`src/rtl/arm_mem_pkg.sv`:
```
// Shared types and defaults for the memory-stage SRAM controller.
// Optional access-fault checking is enabled with MEM_ALIGN_CHECK_EN.
package arm_mem_pkg;

  typedef enum logic [1:0] {
    IDLE,
    LO,
    HI,
    DONE
  } state_t;

  localparam logic [31:0] DEF_BASE_ADDR = 32'd1024;
  localparam int unsigned DEF_SRAM_ADDR_LEN = 18;
  localparam int unsigned DEF_SRAM_DATA_LEN = 16;
  localparam int unsigned CNT_W = 3;

endpackage

```
`src/rtl/mem_addr_map.sv`:
```
// CPU byte address to SRAM halfword-pair translation.
// Fault flag port exists only when MEM_ALIGN_CHECK_EN is defined.
module mem_addr_map
  import arm_mem_pkg::*;
#(
  parameter int unsigned ADDRESS_LEN = 32,
  parameter int unsigned SRAM_ADDR_LEN = DEF_SRAM_ADDR_LEN,
  parameter logic [ADDRESS_LEN-1:0] BASE_ADDR = DEF_BASE_ADDR
) (
  input  logic [ADDRESS_LEN-1:0]   address,
  output logic [SRAM_ADDR_LEN-2:0] off
`ifdef MEM_ALIGN_CHECK_EN
  ,
  output logic                     fault
`endif
);

  logic [ADDRESS_LEN-1:0] rel;
  logic unused_rel;

  assign rel = address - BASE_ADDR;
  // word offset; halfword select is appended by the controller
  assign off = rel[SRAM_ADDR_LEN:2];
  assign unused_rel = ^{rel[ADDRESS_LEN-1:SRAM_ADDR_LEN+1], rel[1:0]};

`ifdef MEM_ALIGN_CHECK_EN
  assign fault = (address[1:0] != 2'b00) || (address < BASE_ADDR);
`endif

endmodule

```
`src/rtl/mem_stage_sram_ctrl.sv`:
```
// MEM stage: 32-bit load/store as two 16-bit SRAM accesses with wait states.
// Define MEM_ALIGN_CHECK_EN to fault misaligned or below-base addresses.
module mem_stage_sram_ctrl
  import arm_mem_pkg::*;
#(
  parameter int unsigned DATA_LEN = 32,
  parameter int unsigned ADDRESS_LEN = 32,
  parameter int unsigned SRAM_ADDR_LEN = DEF_SRAM_ADDR_LEN,
  parameter int unsigned SRAM_DATA_LEN = DEF_SRAM_DATA_LEN,
  parameter logic [ADDRESS_LEN-1:0] BASE_ADDR = DEF_BASE_ADDR,
  parameter int unsigned WAIT_CYCLES = 1
) (
  input  logic                     clk,
  input  logic                     rst,
  input  logic                     rd_en,
  input  logic                     wr_en,
  input  logic [ADDRESS_LEN-1:0]   address,
  input  logic [DATA_LEN-1:0]      wdata,
  output logic [DATA_LEN-1:0]      rdata,
  output logic                     ready,
  output logic                     err,
  output logic [SRAM_ADDR_LEN-1:0] sram_addr,
  output logic [SRAM_DATA_LEN-1:0] sram_dq_o,
  input  logic [SRAM_DATA_LEN-1:0] sram_dq_i,
  output logic                     sram_dq_oe,
  output logic                     sram_we_n
);

  localparam int unsigned SD = SRAM_DATA_LEN;
  localparam logic [CNT_W-1:0] WAIT = CNT_W'(WAIT_CYCLES);

  state_t state, nxt;
  logic [CNT_W-1:0] cnt, cnt_nxt;
  logic [SRAM_ADDR_LEN-2:0] off, off_q;
  logic [DATA_LEN-1:0] wdata_q;
  logic st_q;
  logic req;
  logic accept;
  logic cap_lo;
  logic cap_hi;
  logic fault;

  // no request is accepted while reset is held
  assign req = (rd_en | wr_en) & rst;

  mem_addr_map #(
    .ADDRESS_LEN  (ADDRESS_LEN),
    .SRAM_ADDR_LEN(SRAM_ADDR_LEN),
    .BASE_ADDR    (BASE_ADDR)
  ) u_map (
    .address(address),
    .off    (off)
`ifdef MEM_ALIGN_CHECK_EN
    ,
    .fault  (fault)
`endif
  );

`ifndef MEM_ALIGN_CHECK_EN
  assign fault = 1'b0;
`endif

  always_comb begin
    nxt = state;
    cnt_nxt = cnt;
    accept = 1'b0;
    cap_lo = 1'b0;
    cap_hi = 1'b0;
    unique case (state)
      IDLE: begin
        if (req) begin
          accept = 1'b1;
          if (fault) begin
            nxt = DONE;
          end else begin
            nxt = LO;
            cnt_nxt = WAIT;
          end
        end
      end
      LO: begin
        if (cnt == '0) begin
          nxt = HI;
          cnt_nxt = WAIT;
          cap_lo = ~st_q;
        end else begin
          cnt_nxt = cnt - 1'b1;
        end
      end
      HI: begin
        if (cnt == '0) begin
          nxt = DONE;
          cap_hi = ~st_q;
        end else begin
          cnt_nxt = cnt - 1'b1;
        end
      end
      DONE: begin
        nxt = IDLE;
      end
      default: begin
        nxt = IDLE;
      end
    endcase
  end

  always_ff @(posedge clk) begin
    if (!rst) begin
      state <= IDLE;
      cnt <= '0;
      rdata <= '0;
      off_q <= '0;
      wdata_q <= '0;
      st_q <= 1'b0;
    end else begin
      state <= nxt;
      cnt <= cnt_nxt;
      if (accept) begin
        off_q <= off;
        wdata_q <= wdata;
        st_q <= wr_en;
      end
      if (cap_lo) rdata[SD-1:0] <= sram_dq_i;
      if (cap_hi) rdata[2*SD-1:SD] <= sram_dq_i;
    end
  end

`ifdef MEM_ALIGN_CHECK_EN
  logic flt_q;

  always_ff @(posedge clk) begin
    if (!rst) begin
      flt_q <= 1'b0;
    end else if (accept) begin
      flt_q <= fault;
    end
  end

  assign err = (state == DONE) & flt_q;
`else
  assign err = 1'b0;
`endif

  always_comb begin
    sram_addr = '0;
    sram_dq_o = '0;
    sram_dq_oe = 1'b0;
    sram_we_n = 1'b1;
    if (state == LO || state == HI) begin
      sram_addr = {off_q, state == HI};
      if (st_q) begin
        sram_dq_oe = 1'b1;
        sram_we_n = 1'b0;
        sram_dq_o = (state == HI) ? wdata_q[2*SD-1:SD]
                                  : wdata_q[SD-1:0];
      end
    end
  end

  assign ready = (state == IDLE && !req) || state == DONE;

endmodule

```
`config.mk`:
```
export PLATFORM = sky130hd
export DESIGN_NAME = mem_stage_sram_ctrl
export DESIGN_NICKNAME = d
export VERILOG_FILES = /design/src/rtl/arm_mem_pkg.sv /design/src/rtl/mem_addr_map.sv /design/src/rtl/mem_stage_sram_ctrl.sv
export SDC_FILE = /design/constraint.sdc
export NUM_CORES = 1
export LEC_CHECK = 0
export ABC_AREA = 1
export CORE_MARGIN = 1.5
export CORE_UTILIZATION = 47
export DETAILED_ROUTE_END_ITERATION = 8
export PLACE_DENSITY = 0.9
export SYNTH_ARGS = -nofsm -noshare
export SYNTH_HDL_FRONTEND = slang
export SYNTH_HIERARCHICAL = 1
export SYNTH_SLANG_ARGS = --single-unit
```
`constraint.sdc`:
```
create_clock -name clk -period 3.6 [get_ports clk]
set_clock_uncertainty 0.05 [all_clocks]
set_input_delay 0.9 -clock clk [delete_from_list [all_inputs] [get_ports clk]]
set_output_delay 0.9 -clock clk [all_outputs]
set_load 0.005 [all_outputs]
```
==> impl_metrics.json, run 1 <==
{
  "crit_path_max_fanout": 6,
  "insertion_delay_to_the_later_sink_of_the_worst_skew_pair_ps": 350,
  "place.port_buffers": 137,
  "holdCritPathClass": "flop to flop",
  "sum_neg_setup_slack_ps": 0,
  "syn_area_per_cell_um2": 7.16,
  "power_density_relative_to_cell_area_nw_per_um2": 644,
  "initial_core_util_pct": 49.4,
  "ys_seq_area_share_pct": 44.9,
  "detailedPlace.worstSlack_ps": 254,
  "timing_worst_slew_pin_value_ps": 634,
  "globalRoute.totalOverflow": 0,
  "post_synth_inst_count": 542,
  "drv.max_cap_violation_count": 0,
  "postSynthRegisterBits": 87,
  "grt_setup_unrepaired": "no",
  "grt_start_max_net_pins": 71,
  "via_count": 3817,
  "yosysWarningCount": 6,
  "cts_root_buf": "clkbuf_8",
  "min_period_ps": 3380,
  "critPathRequiredTime_ps": 2650,
  "die_w_um": 93.8,
  "leakagePower_uw": 0.00230,
  "max_root_sink_buffers": 2,
  "grt_pass1_wl_um": 16600,
  "outcome": "complete, no violations",
  "core-area_um2": 7850,
  "numCtsBuffers": 9,
  "die_area_um2": 8810,
  "io-pin-count": 154,
  "detailedRoute.firstPassIterationCount": 5,
  "groute.usage.overall_pct": 23.4,
  "antenna_found_initial": 0,
  "dp_hpwl_um": 7120,
  "synthesis.area_um2": 3880,
  "routed_wire_length_per_instance_um": 13.2,
  "wl_um": 10100,
  "setup.worst_path.class": "primary input to output port",
  "post-route-period-util_pct": 93.9,
  "worst_setup_ep_type": "output port",
  "top_cell_family_by_delay_on_the_critical_path": "buffers and inverters",
  "ant_nets": 0,
  "syn_nets": 633,
  "final_net_count": 748,
  "arr_time_crit_path_ps": 2430,
  "critPathLaunchType": "primary input",
  "critical-path-slowest-cell": "clkdlybuf4s50_1",
  "drt-vias-per-instance": 5.00,
  "synthDistinctLibCells": 28,
  "slew_headroom_pct": 57.7,
  "postCtsResizedCells": 0,
  "antenna_cells": 0,
  "maxSlewViolCount": 0,
  "final.fill_count": 624,
  "num_rows": 32,
  "cts.hold.buffers_added": 0,
  "clk_transition_reported_paths_ps": 80,
  "tritoncts_num_sinks": 87,
  "htreeDepth": 3,
  "cts_setup_buffers": 0,
  "final.setup.worst_slack_ps": 220,
  "finalCoreUtilization_pct": 68.7,
  "tritoncts_clock_tree": "done",
  "timing_hold_violations_final": 0,
  "path_cells": "clkdlybuf4s50_1 > o21ai_2 > nand2_1 > nand2_1 > clkdlybuf4s50_1",
  "ir_worst_vdd_v": 0.000405,
  "drc": 0,
  "finalWeightedCongestion": 0.889,
  "finalSetupViolCount": 0,
  "flow.area_growth_from_synthesis_pct": 38.9,
  "number_of_global_route_vias_before_repair": 3601,
  "die_height_um": 93.8,
  "drt_iter0_markers": 106,
  "critPathBufInv": 2,
  "max_stage_delay_ps": 500,
  "timing.fmax_mhz": 296,
  "post_route_cells_drive_above_1_share_pct": 6.04
}
[routing by layer]
layer | share of wire [%] | vias to the layer above | GRT usage [%]
li1 | - | 1935 | -
met1 | 43 | 1719 | 29.1
met2 | 46 | 152 | 39.1
met3 | 10 | 11 | 6.63
met4 | 0.84 | 0 | 6.84
met5 | 0 | - | 0
[synthesized netlist by cell type]
| cell | n | area share (%) |
|---|---|---|
| a21oi_1 | 21 | 2.7 |
| buf_1 | 1 | 0.097 |
| buf_2 | 11 | 1.4 |
| buf_4 | 12 | 2.3 |
| buf_6 | 4 | 1.2 |
| clkbuf_1 | 8 | 0.77 |
| clkbuf_2 | 2 | 0.26 |
| conb_1 | 1 | 0.097 |
| dfxtp_1 | 87 | 45 |
| ha_1 | 7 | 2.3 |
| inv_1 | 53 | 5.1 |
| inv_2 | 4 | 0.39 |
| inv_4 | 1 | 0.16 |
| nand2_1 | 128 | 12 |
| nand2_2 | 3 | 0.48 |
| nand3_1 | 6 | 0.77 |
| nand3_2 | 1 | 0.26 |
| nand4_1 | 3 | 0.48 |
| nor2_1 | 75 | 7.3 |
| nor2_2 | 5 | 0.81 |
| nor2_4 | 3 | 0.87 |
| nor3_1 | 1 | 0.13 |
| o21ai_0 | 81 | 10 |
| o21ai_1 | 5 | 0.65 |
| o21ai_2 | 1 | 0.23 |
| o31ai_1 | 16 | 3.1 |
| xnor2_1 | 1 | 0.23 |
| xor2_1 | 1 | 0.23 |
[registers in the layout, summed over array words and instances, names as in the netlist]
name     count
st_q         1
cnt          3
off_q       17
rdata       32
state        2
wdata_q     32
[cells by family after synthesis]
logic type	count (synthesis)	synth area share, %
xor gates and xnor gates	2	0.452
DFF	87	44.9
adders and majority gates	7	2.26
buffers and inverters	96	11.7
AOI/OAI and AO/OA	124	17.1
and+or+nand+nor	225	23.5
other	1	0.0967
[metrics by stage]
step / std cells / hold slack [ps] / cell area (um^2) / total power, uW
2_1_floorplan: 542 / 392 / 3880 / 2160
3_3_place_gp: 748 / 408 / 5180 / 2700
3_5_place_dp: 748 / 414 / 5180 / 2760
4_1_cts: 764 / 430 / 5390 / 3490
5_1_grt: 764 / 445 / 5390 / 3710
6_report: 764 / 424 / 5390 / 3470
[cell usage in the layout, fill, tap and decap left out, drive strengths merged]
cell and count:
o21ai 87, inv 63, clkbuf 9, nand2 131
conb 1, bufinv 1, buf 6, o31ai 16
clkinv 1, dfxtp 87, nand4 3, clkdlybuf4s50 136
ha 7, nor2 83, nand3 7, xnor2 1
nor3 1, xor2 1, a21oi 21
[area by class of cell]
| cell class | instances | area, um^2 | share of cell area [%] |
|---|---|---|---|
| timing repair buffer | 142 | 1400 | 26.1 |
| multi-input combinational | 359 | 1680 | 31.2 |
| clock inverter | 7 | 87.6 | 1.63 |
| clock buffer | 9 | 124 | 2.30 |
| inverter | 58 | 220 | 4.09 |
| sequential | 87 | 1740 | 32.3 |
| tap | 102 | 128 | 2.37 |
[path summary, 6_finish.rpt]
| check | start | end | slack [ps] | depth (start not counted) |
|---|---|---|---|---|
| setup / recovery | wr_en | ready | 220 | 5 |
| hold reg to reg | wdata_q[17] | wdata_q[17] | 420 | 2 |
| setup reg to reg | state[0] | rdata[27] | 1780 | 7 |
| hold / removal | wdata_q[17] | wdata_q[17] | 420 | 2 |
[power by group]
group / total, uW / switching (uW) / internal [uW]
registers: 1420 / 151 / 1270
clock network: 716 / 377 / 339
logic: 1330 / 716 / 618
[tightest hold or removal path, delay by kind of cell, from the launching register on]
family	cells	cell delay (ps)
AOI/OAI and AO/OA	1	70
and+or+nand+nor	1	50
DFF	1	310
No activity file was read; power rests on OpenSTA's default activity.
==> run 2, diff against run 1 <==
--- a/config.mk
+++ b/config.mk
@@ -8,7 +8,9 @@
 export ABC_AREA = 1
 export CORE_MARGIN = 1.5
 export CORE_UTILIZATION = 47
+export CTS_CLUSTER_SIZE = 10
 export DETAILED_ROUTE_END_ITERATION = 8
+export MAX_ROUTING_LAYER = met4
 export PLACE_DENSITY = 0.9
 export SYNTH_ARGS = -nofsm -noshare
 export SYNTH_HDL_FRONTEND = slang
==> impl_metrics.json, run 2 (synthesized netlist as in run 1, its figures left out) <==
{
  "layout_top_registers": "rdata (32), wdata_q (32), off_q (17)",
  "tritoncts_num_sinks": 87,
  "cts_root_buf": "clkbuf_8",
  "number_of_global_route_vias_before_repair": 3609,
  "max_root_sink_buffers": 2,
  "ff2ff_setup_slack_ps": 1780,
  "dp_hpwl_um": 7120,
  "setup.worst_path.class": "primary input to output port",
  "timing.hold.ws_ps": 424,
  "htreeDepth": 3,
  "cts.hold.buffers_added": 0,
  "wl_um": 10100,
  "outcome": "complete, no violations",
  "finalWeightedCongestion": 0.904,
  "post_route_cells_drive_above_1_share_pct": 6.04,
  "place.port_buffers": 137,
  "critPathLaunchType": "primary input",
  "maxSlewViolCount": 0,
  "final_net_count": 748,
  "holdCritPathClass": "flop to flop",
  "io-pin-count": 154,
  "number_of_cells_on_the_worst_reg_to_reg_path": 7,
  "drc": 0,
  "crit_start": "wr_en",
  "groute.usage.overall_pct": 23.9,
  "min_period_ps": 3390,
  "ant_nets": 0,
  "die_w_um": 93.8,
  "via_count": 3809,
  "flow.area_growth_from_synthesis_pct": 38.9,
  "routed_wire_length_per_instance_um": 13.3,
  "drt-vias-per-instance": 4.99,
  "crit_path_max_fanout": 6,
  "initial_core_util_pct": 49.4,
  "timing_hold_violations_final": 0,
  "num_rows": 32,
  "post-route-period-util_pct": 94.3,
  "slew_headroom_pct": 56.6,
  "insertion_delay_to_the_later_sink_of_the_worst_skew_pair_ps": 350,
  "critPathRequiredTime_ps": 2650,
  "final.fill_count": 624,
  "clk_transition_reported_paths_ps": 80,
  "tritoncts_clock_tree": "done",
  "finalCoreUtilization_pct": 68.7,
  "worst_setup_path_endpoint": "ready",
  "ir_worst_vdd_v": 0.000406,
  "cts_setup_buffers": 0,
  "grt_start_max_net_pins": 71,
  "grt_pass1_wl_um": 16500,
  "numCtsBuffers": 9,
  "leading_cell_types_in_the_layout_fill_and_taps_excluded": "clkdlybuf4s50_1 (136), nand2_1 (128), dfxtp_1 (87), o21ai_0 (81), nor2_1 (75)",
  "arr_time_crit_path_ps": 2440,
  "leading_cell_type_in_the_layout_fill_and_taps_excluded": "clkdlybuf4s50_1",
  "rr_startpoint": "state[0]",
  "globalRoute.totalOverflow": 0,
  "worst_setup_ep_type": "output port",
  "antenna_found_initial": 0,
  "postCtsResizedCells": 0,
  "grt_setup_unrepaired": "no",
  "timing.fmax_mhz": 295,
  "reg2reg_to": "rdata[27]",
  "finalSetupViolCount": 0,
  "timing_worst_slew_pin_value_ps": 651,
  "core-area_um2": 7850,
  "sum_neg_setup_slack_ps": 0,
  "leakagePower_uw": 0.00230,
  "drt_iter0_markers": 105,
  "antenna_cells": 0,
  "detailedRoute.firstPassIterationCount": 4,
  "drv.max_cap_violation_count": 0,
  "die_area_um2": 8810,
  "die_height_um": 93.8,
  "power_density_relative_to_cell_area_nw_per_um2": 645
}
-- run 2: cell counts in the layout (fill, tap and decap cells not counted) --
No cell type changed its count.
-- run 2: stage by stage --
step | worst slack, ps | total power [uW] | cell area, um^2 | instances
3_3_place_gp | 249 | 2700 | 5180 | 748
4_1_cts | 221 | 3490 | 5390 | 764
3_5_place_dp | 254 | 2760 | 5180 | 748
6_report | 207 | 3470 | 5390 | 764
5_1_grt | 107 | 3710 | 5390 | 764
2_1_floorplan | 1260 | 2160 | 3880 | 542
-- run 2: worst min-delay path by stage --
| stage | slack [ps] | end | cells past startpoint | from |
|---|---|---|---|---|
| 2_1_floorplan | 390 | wdata_q[0] | 2 | wdata_q[0] |
| 3_3_place_gp | 410 | wdata_q[11] | 2 | wdata_q[11] |
| 3_5_place_dp | 410 | wdata_q[30] | 2 | wdata_q[30] |
| 4_1_cts | 430 | wdata_q[17] | 2 | wdata_q[17] |
| 5_1_grt | 440 | off_q[0] | 2 | off_q[0] |
| 6_report | 420 | wdata_q[17] | 2 | wdata_q[17] |
-- run 2: cell type report --
type	count	area (um^2)	share of cell area (%)
Clock buffer	9	124	2.30
Inverter	58	220	4.09
Multi-Input combinational cell	359	1680	31.2
Tap cell	102	128	2.37
Sequential cell	87	1740	32.3
Timing Repair Buffer	142	1400	26.1
Clock inverter	7	87.6	1.63
-- run 2: routing by layer --
layer	up-vias	GRT usage [%]	routed length [um]
met5	-	-	0
met4	0	6.84	98
met3	12	5.66	971
met2	141	39.1	4620
met1	1725	29.6	4440
li1	1931	-	-
-- run 2: worst max-delay path, stage by stage --
cell	delay, ps
clkdlybuf4s50_1	450
o21ai_2	280
nand2_1	200
nand2_1	110
clkdlybuf4s50_1	510
-- run 2: power breakdown --
part / internal, uW / total, uW / switching [uW]
logic: 618 / 1340 / 719
registers: 1270 / 1420 / 151
clock network: 339 / 720 / 380
total: 2220 / 3470 / 1250
